$ cat src/rtl/round_controller.sv
// round_controller
//
// Per-round life-cycle sequencer for the game engine datapath. It regenerates levels,
// waits for the engine's safe zone, gates play/pause, and records win/lose outcomes.
// It also keeps the rating (difficulty) and lives counters.
//
// Optional feature macro: ROUND_CTRL_LIVES_EN
//   defined   : lives counter present. A loss that leaves zero lives ends the game.
//   undefined : no lives counter and o_lives reads 0. Every loss ends the game after RESULT.
//
// Ports:
//   clk                 clock
//   arst                asynchronous active-high reset
//   i_start             start request pulse (IDLE, GAME_OVER only)
//   i_pause_btn         pause toggle pulse (PLAY, PAUSED only)
//   i_safe_zone_rdy     engine safe-zone generation done
//   i_win / i_lose      engine round outcome levels, honoured only in PLAY
//   o_regenerate_level  one-cycle regeneration strobe (high in GEN)
//   o_pause             engine pause, low only in PLAY
//   o_rating            current rating, saturating at MAX_RATING
//   o_lives             remaining lives
//   o_state             FSM state code
//   o_last_win          outcome of the most recently finished round
//   o_game_over         high in GAME_OVER

module round_controller #(
  parameter int unsigned RATING_WIDTH  = 8,
  parameter int unsigned MAX_RATING    = 8,
  parameter int unsigned NUM_LIVES     = 3,
  parameter int unsigned RESULT_CYCLES = 3_600_000,
  parameter int unsigned RDY_TIMEOUT   = 1_000_000
) (
  input  logic                             clk,
  input  logic                             arst,
  input  logic                             i_start,
  input  logic                             i_pause_btn,
  input  logic                             i_safe_zone_rdy,
  input  logic                             i_win,
  input  logic                             i_lose,
  output logic                             o_regenerate_level,
  output logic                             o_pause,
  output logic [RATING_WIDTH-1:0]          o_rating,
  output logic [$clog2(NUM_LIVES+1)-1:0]   o_lives,
  output logic [2:0]                       o_state,
  output logic                             o_last_win,
  output logic                             o_game_over
);

  localparam int unsigned LivesW = $clog2(NUM_LIVES + 1);
  localparam int unsigned CntMax = (RESULT_CYCLES > RDY_TIMEOUT) ? RESULT_CYCLES : RDY_TIMEOUT;
  localparam int unsigned CntW   = $clog2(CntMax);

  localparam logic [CntW-1:0]         RdyLoad    = CntW'(RDY_TIMEOUT - 1);
  localparam logic [CntW-1:0]         ResultLoad = CntW'(RESULT_CYCLES - 1);
  localparam logic [RATING_WIDTH-1:0] RatingMax  = RATING_WIDTH'(MAX_RATING);

  typedef enum logic [2:0] {
    StIdle     = 3'd0,
    StGen      = 3'd1,
    StWaitRdy  = 3'd2,
    StPlay     = 3'd3,
    StPaused   = 3'd4,
    StResult   = 3'd5,
    StGameOver = 3'd6
  } state_e;

  state_e                  state_q, state_d;
  logic [CntW-1:0]         cnt_q, cnt_d;
  logic [RATING_WIDTH-1:0] rating_q, rating_d;
  logic                    last_win_q, last_win_d;
  logic                    lose_ends_game;

`ifdef ROUND_CTRL_LIVES_EN
  logic [LivesW-1:0] lives_q, lives_d;

  // Lives were already decremented on entry to RESULT.
  assign lose_ends_game = (lives_q == '0);
`else
  // Without lives, only a lost round finishes the game.
  assign lose_ends_game = ~last_win_q;
`endif

  // Next-state logic
  always_comb begin
    state_d    = state_q;
    cnt_d      = cnt_q;
    rating_d   = rating_q;
    last_win_d = last_win_q;
`ifdef ROUND_CTRL_LIVES_EN
    lives_d    = lives_q;
`endif

    unique case (state_q)
      StIdle: begin
        if (i_start) begin
          state_d = StGen;
        end
      end

      StGen: begin
        // Single-cycle strobe state, then arm the ready timeout.
        state_d = StWaitRdy;
        cnt_d   = RdyLoad;
      end

      StWaitRdy: begin
        // The first WAIT_RDY cycle still carries the engine's stale ready flag.
        if (i_safe_zone_rdy && (cnt_q != RdyLoad)) begin
          state_d = StPlay;
          cnt_d   = '0;
        end else if (cnt_q == '0) begin
          state_d = StGen;
        end else begin
          cnt_d = cnt_q - CntW'(1);
        end
      end

      StPlay: begin
        if (i_win) begin
          state_d    = StResult;
          cnt_d      = ResultLoad;
          last_win_d = 1'b1;
          if (rating_q < RatingMax) begin
            rating_d = rating_q + RATING_WIDTH'(1);
          end
        end else if (i_lose) begin
          state_d    = StResult;
          cnt_d      = ResultLoad;
          last_win_d = 1'b0;
`ifdef ROUND_CTRL_LIVES_EN
          if (lives_q != '0) begin
            lives_d = lives_q - LivesW'(1);
          end
`endif
        end else if (i_pause_btn) begin
          state_d = StPaused;
        end
      end

      StPaused: begin
        if (i_pause_btn) begin
          state_d = StPlay;
        end
      end

      StResult: begin
        if (cnt_q == '0) begin
          state_d = (last_win_q || !lose_ends_game) ? StGen : StGameOver;
        end else begin
          cnt_d = cnt_q - CntW'(1);
        end
      end

      StGameOver: begin
        if (i_start) begin
          state_d = StIdle;
        end
      end

      default: begin
        state_d = StIdle;
      end
    endcase

    // Entering or sitting in IDLE presents fresh game values immediately.
    if (state_d == StIdle) begin
      cnt_d      = '0;
      rating_d   = '0;
      last_win_d = 1'b0;
`ifdef ROUND_CTRL_LIVES_EN
      lives_d    = LivesW'(NUM_LIVES);
`endif
    end
  end

  // State registers
  always_ff @(posedge clk or posedge arst) begin
    if (arst) begin
      state_q    <= StIdle;
      cnt_q      <= '0;
      rating_q   <= '0;
      last_win_q <= 1'b0;
    end else begin
      state_q    <= state_d;
      cnt_q      <= cnt_d;
      rating_q   <= rating_d;
      last_win_q <= last_win_d;
    end
  end

`ifdef ROUND_CTRL_LIVES_EN
  always_ff @(posedge clk or posedge arst) begin
    if (arst) begin
      lives_q <= LivesW'(NUM_LIVES);
    end else begin
      lives_q <= lives_d;
    end
  end

  assign o_lives = lives_q;
`else
  assign o_lives = '0;
`endif

  // Outputs decoded from registered state
  assign o_state            = state_q;
  assign o_regenerate_level = (state_q == StGen);
  assign o_pause            = (state_q != StPlay);
  assign o_game_over        = (state_q == StGameOver);
  assign o_rating           = rating_q;
  assign o_last_win         = last_win_q;

endmodule

$ cat config.mk
export PLATFORM = sky130hd
export DESIGN_NAME = round_controller
export DESIGN_NICKNAME = d
export VERILOG_FILES = /design/src/rtl/round_controller.sv
export SDC_FILE = /design/constraint.sdc
export NUM_CORES = 1
export LEC_CHECK = 0
export CAP_MARGIN = 0
export CORE_AREA = 2 2 83 85
export CTS_CLUSTER_DIAMETER = 60
export DETAILED_ROUTE_END_ITERATION = 10
export DIE_AREA = 0 0 85 87
export DONT_BUFFER_PORTS = 1
export SLEW_MARGIN = 20
export SYNTH_ARGS = -nofsm -noshare
export SYNTH_HDL_FRONTEND = slang
export SYNTH_SLANG_ARGS = --single-unit
$ cat constraint.sdc
create_clock -name clk -period 3 [get_ports clk]
set_input_delay 0.6 -clock clk [delete_from_list [all_inputs] [get_ports clk]]
set_output_delay 0.6 -clock clk [all_outputs]
set_load 0.005 [all_outputs]
# --- Word-level counts from Yosys, hierarchy flattened ---
# Index checks and enable logic that the tools add are counted.
# Widths: inputs -> output; s select.
classes:
  eq_ne: 9
  n_mux: 25
  add_sub_neg: 2
  magnitude_cmp: 1
  n_reduce_logical: 12
ops:
  columns: ["op", "n"]
  rows:
  - ["$mux 22", 5]
  - ["$pmux 22 s4", 1]
  - ["$mux 8", 4]
  - ["$mux 3", 10]
  - ["$logic_not 22->1", 1]
  - ["$ne 22x20->1 const B", 1]
  - ["$sub 22x1->22 const B", 1]
  - ["$pmux 3 s7", 1]
  - ["$eq 3x3->1 const B", 3]
  - ["$add 8x1->8 const B", 1]
  - ["$lt 8x4->1 const B", 1]
  - ["$eq 3x2->1 const B", 2]
  - ["$logic_not 3->1", 2]
  - ["$reduce_bool 2->1", 3]
  - ["$reduce_bool 5->1", 1]
  - ["$mux 1", 4]
  - ["$ne 4x4->1 const B", 1]
  - ["$reduce_and 2->1", 2]
  - ["$eq 3x1->1 const B", 1]
  - ["$ne 3x2->1 const B", 1]
  - ["$reduce_and 3->1", 1]
  - ["$reduce_bool 3->1", 1]
  - ["$logic_and 1x1->1", 1]
word_totals:
  register_bits: 34
  out_inout_bits: 17

# --- Logic depth before layout (Yosys ltp) ---
logic_depth:
  ltp_word: 7
  mapped_depth: 9
  depth_no_buf: 8

# --- Worst setup path before layout ---
# No wires, ideal clock.
synth_path:
  kind: "register -> register"
  start: "reg cnt_q[0]"
  end: "reg state_q[2], in the netlist o_state[2]"
  n_path_buf: 1
  t_arrival_ns: 2.246
  path_stages_with_launch: 9
  period_less_slack_ns: 2.377
  path_slack_ns: 0.623
  cell_sequence: "dfrtp_1 -> inv_1 -> ha_1 -> nor3b_1 -> nand3_1 -> nor3_2 -> buf_4 -> a21oi_1 -> or3_1"
synth_via:
  elab_chain_cells: 4
synth_lines:
  columns: ["element", "line_no", "rtl"]
  rows:
  - ["from (decl)", "68", "logic [CntW-1:0] cnt_q, cnt_d;"]
  - ["from (signal assigned)", "185", "cnt_q <= cnt_d;"]
  - ["$logic_not 22->1 or $ne 22x20->1 (tied branches)", "111, 147, 108", null]
  - ["$mux 3 or $logic_and 1x1->1 (tied branches)", "111, 108", null]
  - ["$mux 3", "108", "if (i_safe_zone_rdy && (cnt_q != RdyLoad)) begin"]
  - ["$pmux 3 s7 (*)", "93", "unique case (state_q)"]
  - ["net state_d[2]", "67", "state_e state_q, state_d;"]
  - ["to (signal assigned)", "179", "state_q <= StIdle;"]
  - ["to (signal assigned)", "184", "state_q <= state_d;"]
  - ["to (decl)", "67", null]
# The timed path passes the listed nets; every way through them passes the cells marked *.
# A chain may end at the register's enable or synchronous reset.

# --- Worst setup path after layout ---
layout_path:
  start: "reg cnt_q[10]"
  end: "reg cnt_q[4]"
layout_via:
  elab_chain_cells: 7
layout_lines:
  columns: ["element", "line_no", "rtl"]
  rows:
  - ["$logic_not 22->1 or $ne 22x20->1 (tied branches)", "111, 147, 108", null]
  - ["$mux 3 or $logic_and 1x1->1 (tied branches)", "111, 108", null]
  - ["$mux 3", "108", null]
  - ["$pmux 3 s7", "93", null]
  - ["$logic_not 3->1", "166", "if (state_d == StIdle) begin"]
  - ["$ne 4x4->1 (no line) or $reduce_bool 5->1 (tied branches)", null, null]
  - ["$reduce_and 2->1 (no line)", null, null]
# Parallel ways exist; a longest one is shown, timed or not.

==> flow_metrics.env <==
export IMPL_rsz0062_at_grt="no"
export IMPL_routed_via_density=6.18
export IMPL_fill_cells=667
export IMPL_r2r_start="cnt_q[10]"
export IMPL_core_area_sq_um=6570
export IMPL_grt_max_degree=35
export IMPL_worst_slew_pin_slew_ns=0.719
export IMPL_ys_seq_elements=34
export IMPL_synth_top_family_by_area="compound AO/OA/AOI/OAI gates"
export IMPL_yosys_top_cells_count="dfrtp_1 (34), nor2_1 (30), a21oi_1 (23)"
export IMPL_synth_flop_cell="dfrtp_1"
export IMPL_critical_path_arrival_ns=2.74
export IMPL_fin_nets=274
export IMPL_drt_pass1_iterations=4
export IMPL_crit_fanout=12
export IMPL_fin_setup_tns_ns=0
export IMPL_ys_warn_count=0
export IMPL_crit_type="register to register"
export IMPL_boundaryPins=24
export IMPL_synth_top_area_cell="dfrtp_1"
export IMPL_ir_worst_vdd_mv=0.780
export IMPL_maxCapViolCount=0
export IMPL_cts_buffer_depth=2
export IMPL_syn2layout_area_growth_pct=9.93
export IMPL_clock_skew_ns=0.00658
export IMPL_finalSetupViolCount=0
export IMPL_reg2reg_to="cnt_q[4]"
export IMPL_yosys_mux_area_fraction_pct=0.451
export IMPL_yosys_area_share_simple_pct=26.7
export IMPL_timing_reg2reg_worst_path_depth=5
export IMPL_critPathCaptureType="register"
export IMPL_place_gp_congestion=0.876
export IMPL_hp_class="primary input to async pin"
export IMPL_switchingPower_mw=1.27
export IMPL_fin_crit_sh_pct=85.1
export IMPL_power_share_sequential_pct=33.3
export IMPL_pre_cts_slack_ns=0.462
export IMPL_die_y_um=87
export IMPL_path_cells="or4_1, o41a_4, o21ai_4, o21ai_1, a311oi_1"
export IMPL_leakage_nw=0.944
export IMPL_drive_gt1_share_pct=7.55
export IMPL_synthDistinctLibCells=51
export IMPL_critPathLaunch="cnt_q[10]"
export IMPL_outcome="completed"
export IMPL_timing_fmax_mhz=392
export IMPL_wirelength_mm=5.82
export IMPL_netlist_area_leader_share_pct=38.4
export IMPL_slowest_stage="or4_1"
export IMPL_worst_slack_ns=0.448
export IMPL_cts_resized=0
export IMPL_grt_pass1_vias=2069
export IMPL_die_w_um=85
export IMPL_synth_avg_cell_area_sq_um=8.43
export IMPL_hold_buffers=0
export IMPL_synthXorXnorAreaFrac_pct=1.19
export IMPL_synth_area_leaders="dfrtp_1 (38%), a21oi_1 (5.2%), nor2_1 (5.1%)"
export IMPL_yosysSeqAreaShare_pct=38.4
export IMPL_start_kind="register"
export IMPL_critPathMaxStageDelay_ns=0.66
export IMPL_synth_edf_count=0
export IMPL_synth_cells=263
export IMPL_clkPwrFrac_pct=18.9
export IMPL_drc=0
export IMPL_finalHoldViolCount=0
export IMPL_num_antenna_cells=0
export IMPL_clockRootBuffer="clkbuf_8"
export IMPL_insertion_delay_ns=0.29
export IMPL_portBuffers=0
export IMPL_cts_num_sinks=34
export IMPL_cts_tree="yes"
export IMPL_numCtsBuffers=5
export IMPL_async_reset_ff_share_pct=100
export IMPL_htreeDepth=2
export IMPL_ff2ff_setup_slack_ns=0.45
export IMPL_grt_pass1_wl_mm=9.85
export IMPL_p_int_mw=1.45
export IMPL_fin_crit_ns=2.55
export IMPL_synthAdderAreaFrac_pct=1.69
export IMPL_rows=30
export IMPL_post_cts_buffers=0
export IMPL_place_hpwl_mm=4.15
export IMPL_combPwrFrac_pct=47.7
export IMPL_routed_via_count=2132
export IMPL_start_util_pct=33.8
export IMPL_drtIter0Drc=191
export IMPL_wl_per_cell_um=16.9
export IMPL_maxSlewHeadroom_pct=51.5
export IMPL_yosysMostFrequentCell="dfrtp_1"
export IMPL_gr_total_overflow=0
export IMPL_clk_pin_slew_ns=0.08
export IMPL_synth_area_sq_um=2220
export IMPL_crit_required_ns=3.19
export IMPL_ant_nets=0
export IMPL_p_sw_share_pct=46.8
export IMPL_power_density_nw_per_um2=1120
export IMPL_gr_usage_all_layers_pct=16.6
export IMPL_synth_compound_area_share_pct=26.9
export IMPL_drv_slew=0
export IMPL_dieArea_sq_um=7400
export IMPL_antenna_found_initial=0
critical path: cells and delay by family, from the launching register on:
| family | cells | cell delay, ns |
|---|---|---|
| compound gates | 4 | 1.35 |
| simple gates | 1 | 0.66 |
| flops | 1 | 0.44 |
power by group through the flow:
stage / Sequential (mW) / Clock [mW] / Combinational [mW]
after floorplan: 0.785 / 0 / 1.07
after global placement: 0.902 / 0 / 1.27
after detailed placement: 0.906 / 0 / 1.28
after CTS: 0.900 / 0.523 / 1.29
after global routing: 0.943 / 0.550 / 1.47
final: 0.907 / 0.516 / 1.30
state kept, by name, summed over array words and instances (netlist names):
| signal | cells |
|---|---|
| o_state | 3 |
| o_last_win | 1 |
| o_rating | 8 |
| cnt_q | 22 |
layer usage:
layer,vias to the layer above,part of all wire [%],routed length [um],track usage (%)
met1,1054,44,2560,22.1
met2,73,47,2760,26.6
met5,-,0,0,0
li1,993,-,-,-
met3,12,7.1,413,4.45
met4,0,1.6,91,4.76
per-stage QoR:
stage                     area, sq um  cells  utilization, %  hold WS [ns]  power [mW]
after CTS                        2440    345            37.1         0.304        2.71
final                            2440    345            37.1         0.284        2.72
after floorplan                  2220    264               -         0.461        1.85
after detailed placement         2300    337            35.0         0.496        2.19
after global routing             2440    345            37.1         0.324        2.96
after global placement           2300    337            35.0         0.478        2.18
cells in the final DEF (no fill, tap or decap), drive strengths merged, types with 2 or more instances in the layout:
cell	netlist	final
nand2	20	20
a221oi	3	3
o311ai	4	4
inv	7	7
o211ai	2	2
o21a	4	4
nand4	4	4
clkbuf	8	5
nor3	18	18
xor2	2	2
bufinv	0	2
a32oi	2	2
and2	6	6
nor4	4	4
nor2	30	30
dfrtp	34	34
nor3b	5	5
or4	4	4
o21ai	24	24
a311oi	8	8
ha	3	3
and4	2	2
buf	6	7
nand3	6	6
nand2b	4	4
nor2b	2	2
o31ai	3	3
or3	4	4
a21oi	23	23
a211oi	2	2
conb	1	2
o41ai	5	5
cell type report:
| type | count | area (sq um) | share of cell area, % |
|---|---|---|---|
| repair buffers | 7 | 52.6 | 2.16 |
| inverters | 7 | 26.3 | 1.08 |
| well taps | 80 | 100 | 4.11 |
| multi-input cells | 209 | 1270 | 52.1 |
| flip-flops and latches | 34 | 851 | 34.9 |
| clock inverters | 3 | 68.8 | 2.82 |
| clock buffers | 5 | 68.8 | 2.82 |
kinds of logic (layout without fill, tap and decap cells):
kind of cell / count (synthesis) / in the layout
AO/OA/AOI/OAI: 87 / 87
XOR/XNOR: 3 / 3
adder cells (fa/ha/maj): 3 / 3
buffers and inverters: 21 / 22
flip-flops: 34 / 34
multiplexers: 1 / 1
other: 1 / 2
AND/OR/NAND/NOR: 113 / 113
worst max path at each step:
stage | end | slack, ns
floorplan | o_state[2] | 0.62
global placement | cnt_q[4] | 0.52
detailed placement | cnt_q[11] | 0.46
CTS | cnt_q[7] | 0.45
global route | cnt_q[4] | 0.21
finish | cnt_q[4] | 0.45
Power figures use the tool's default switching activity.
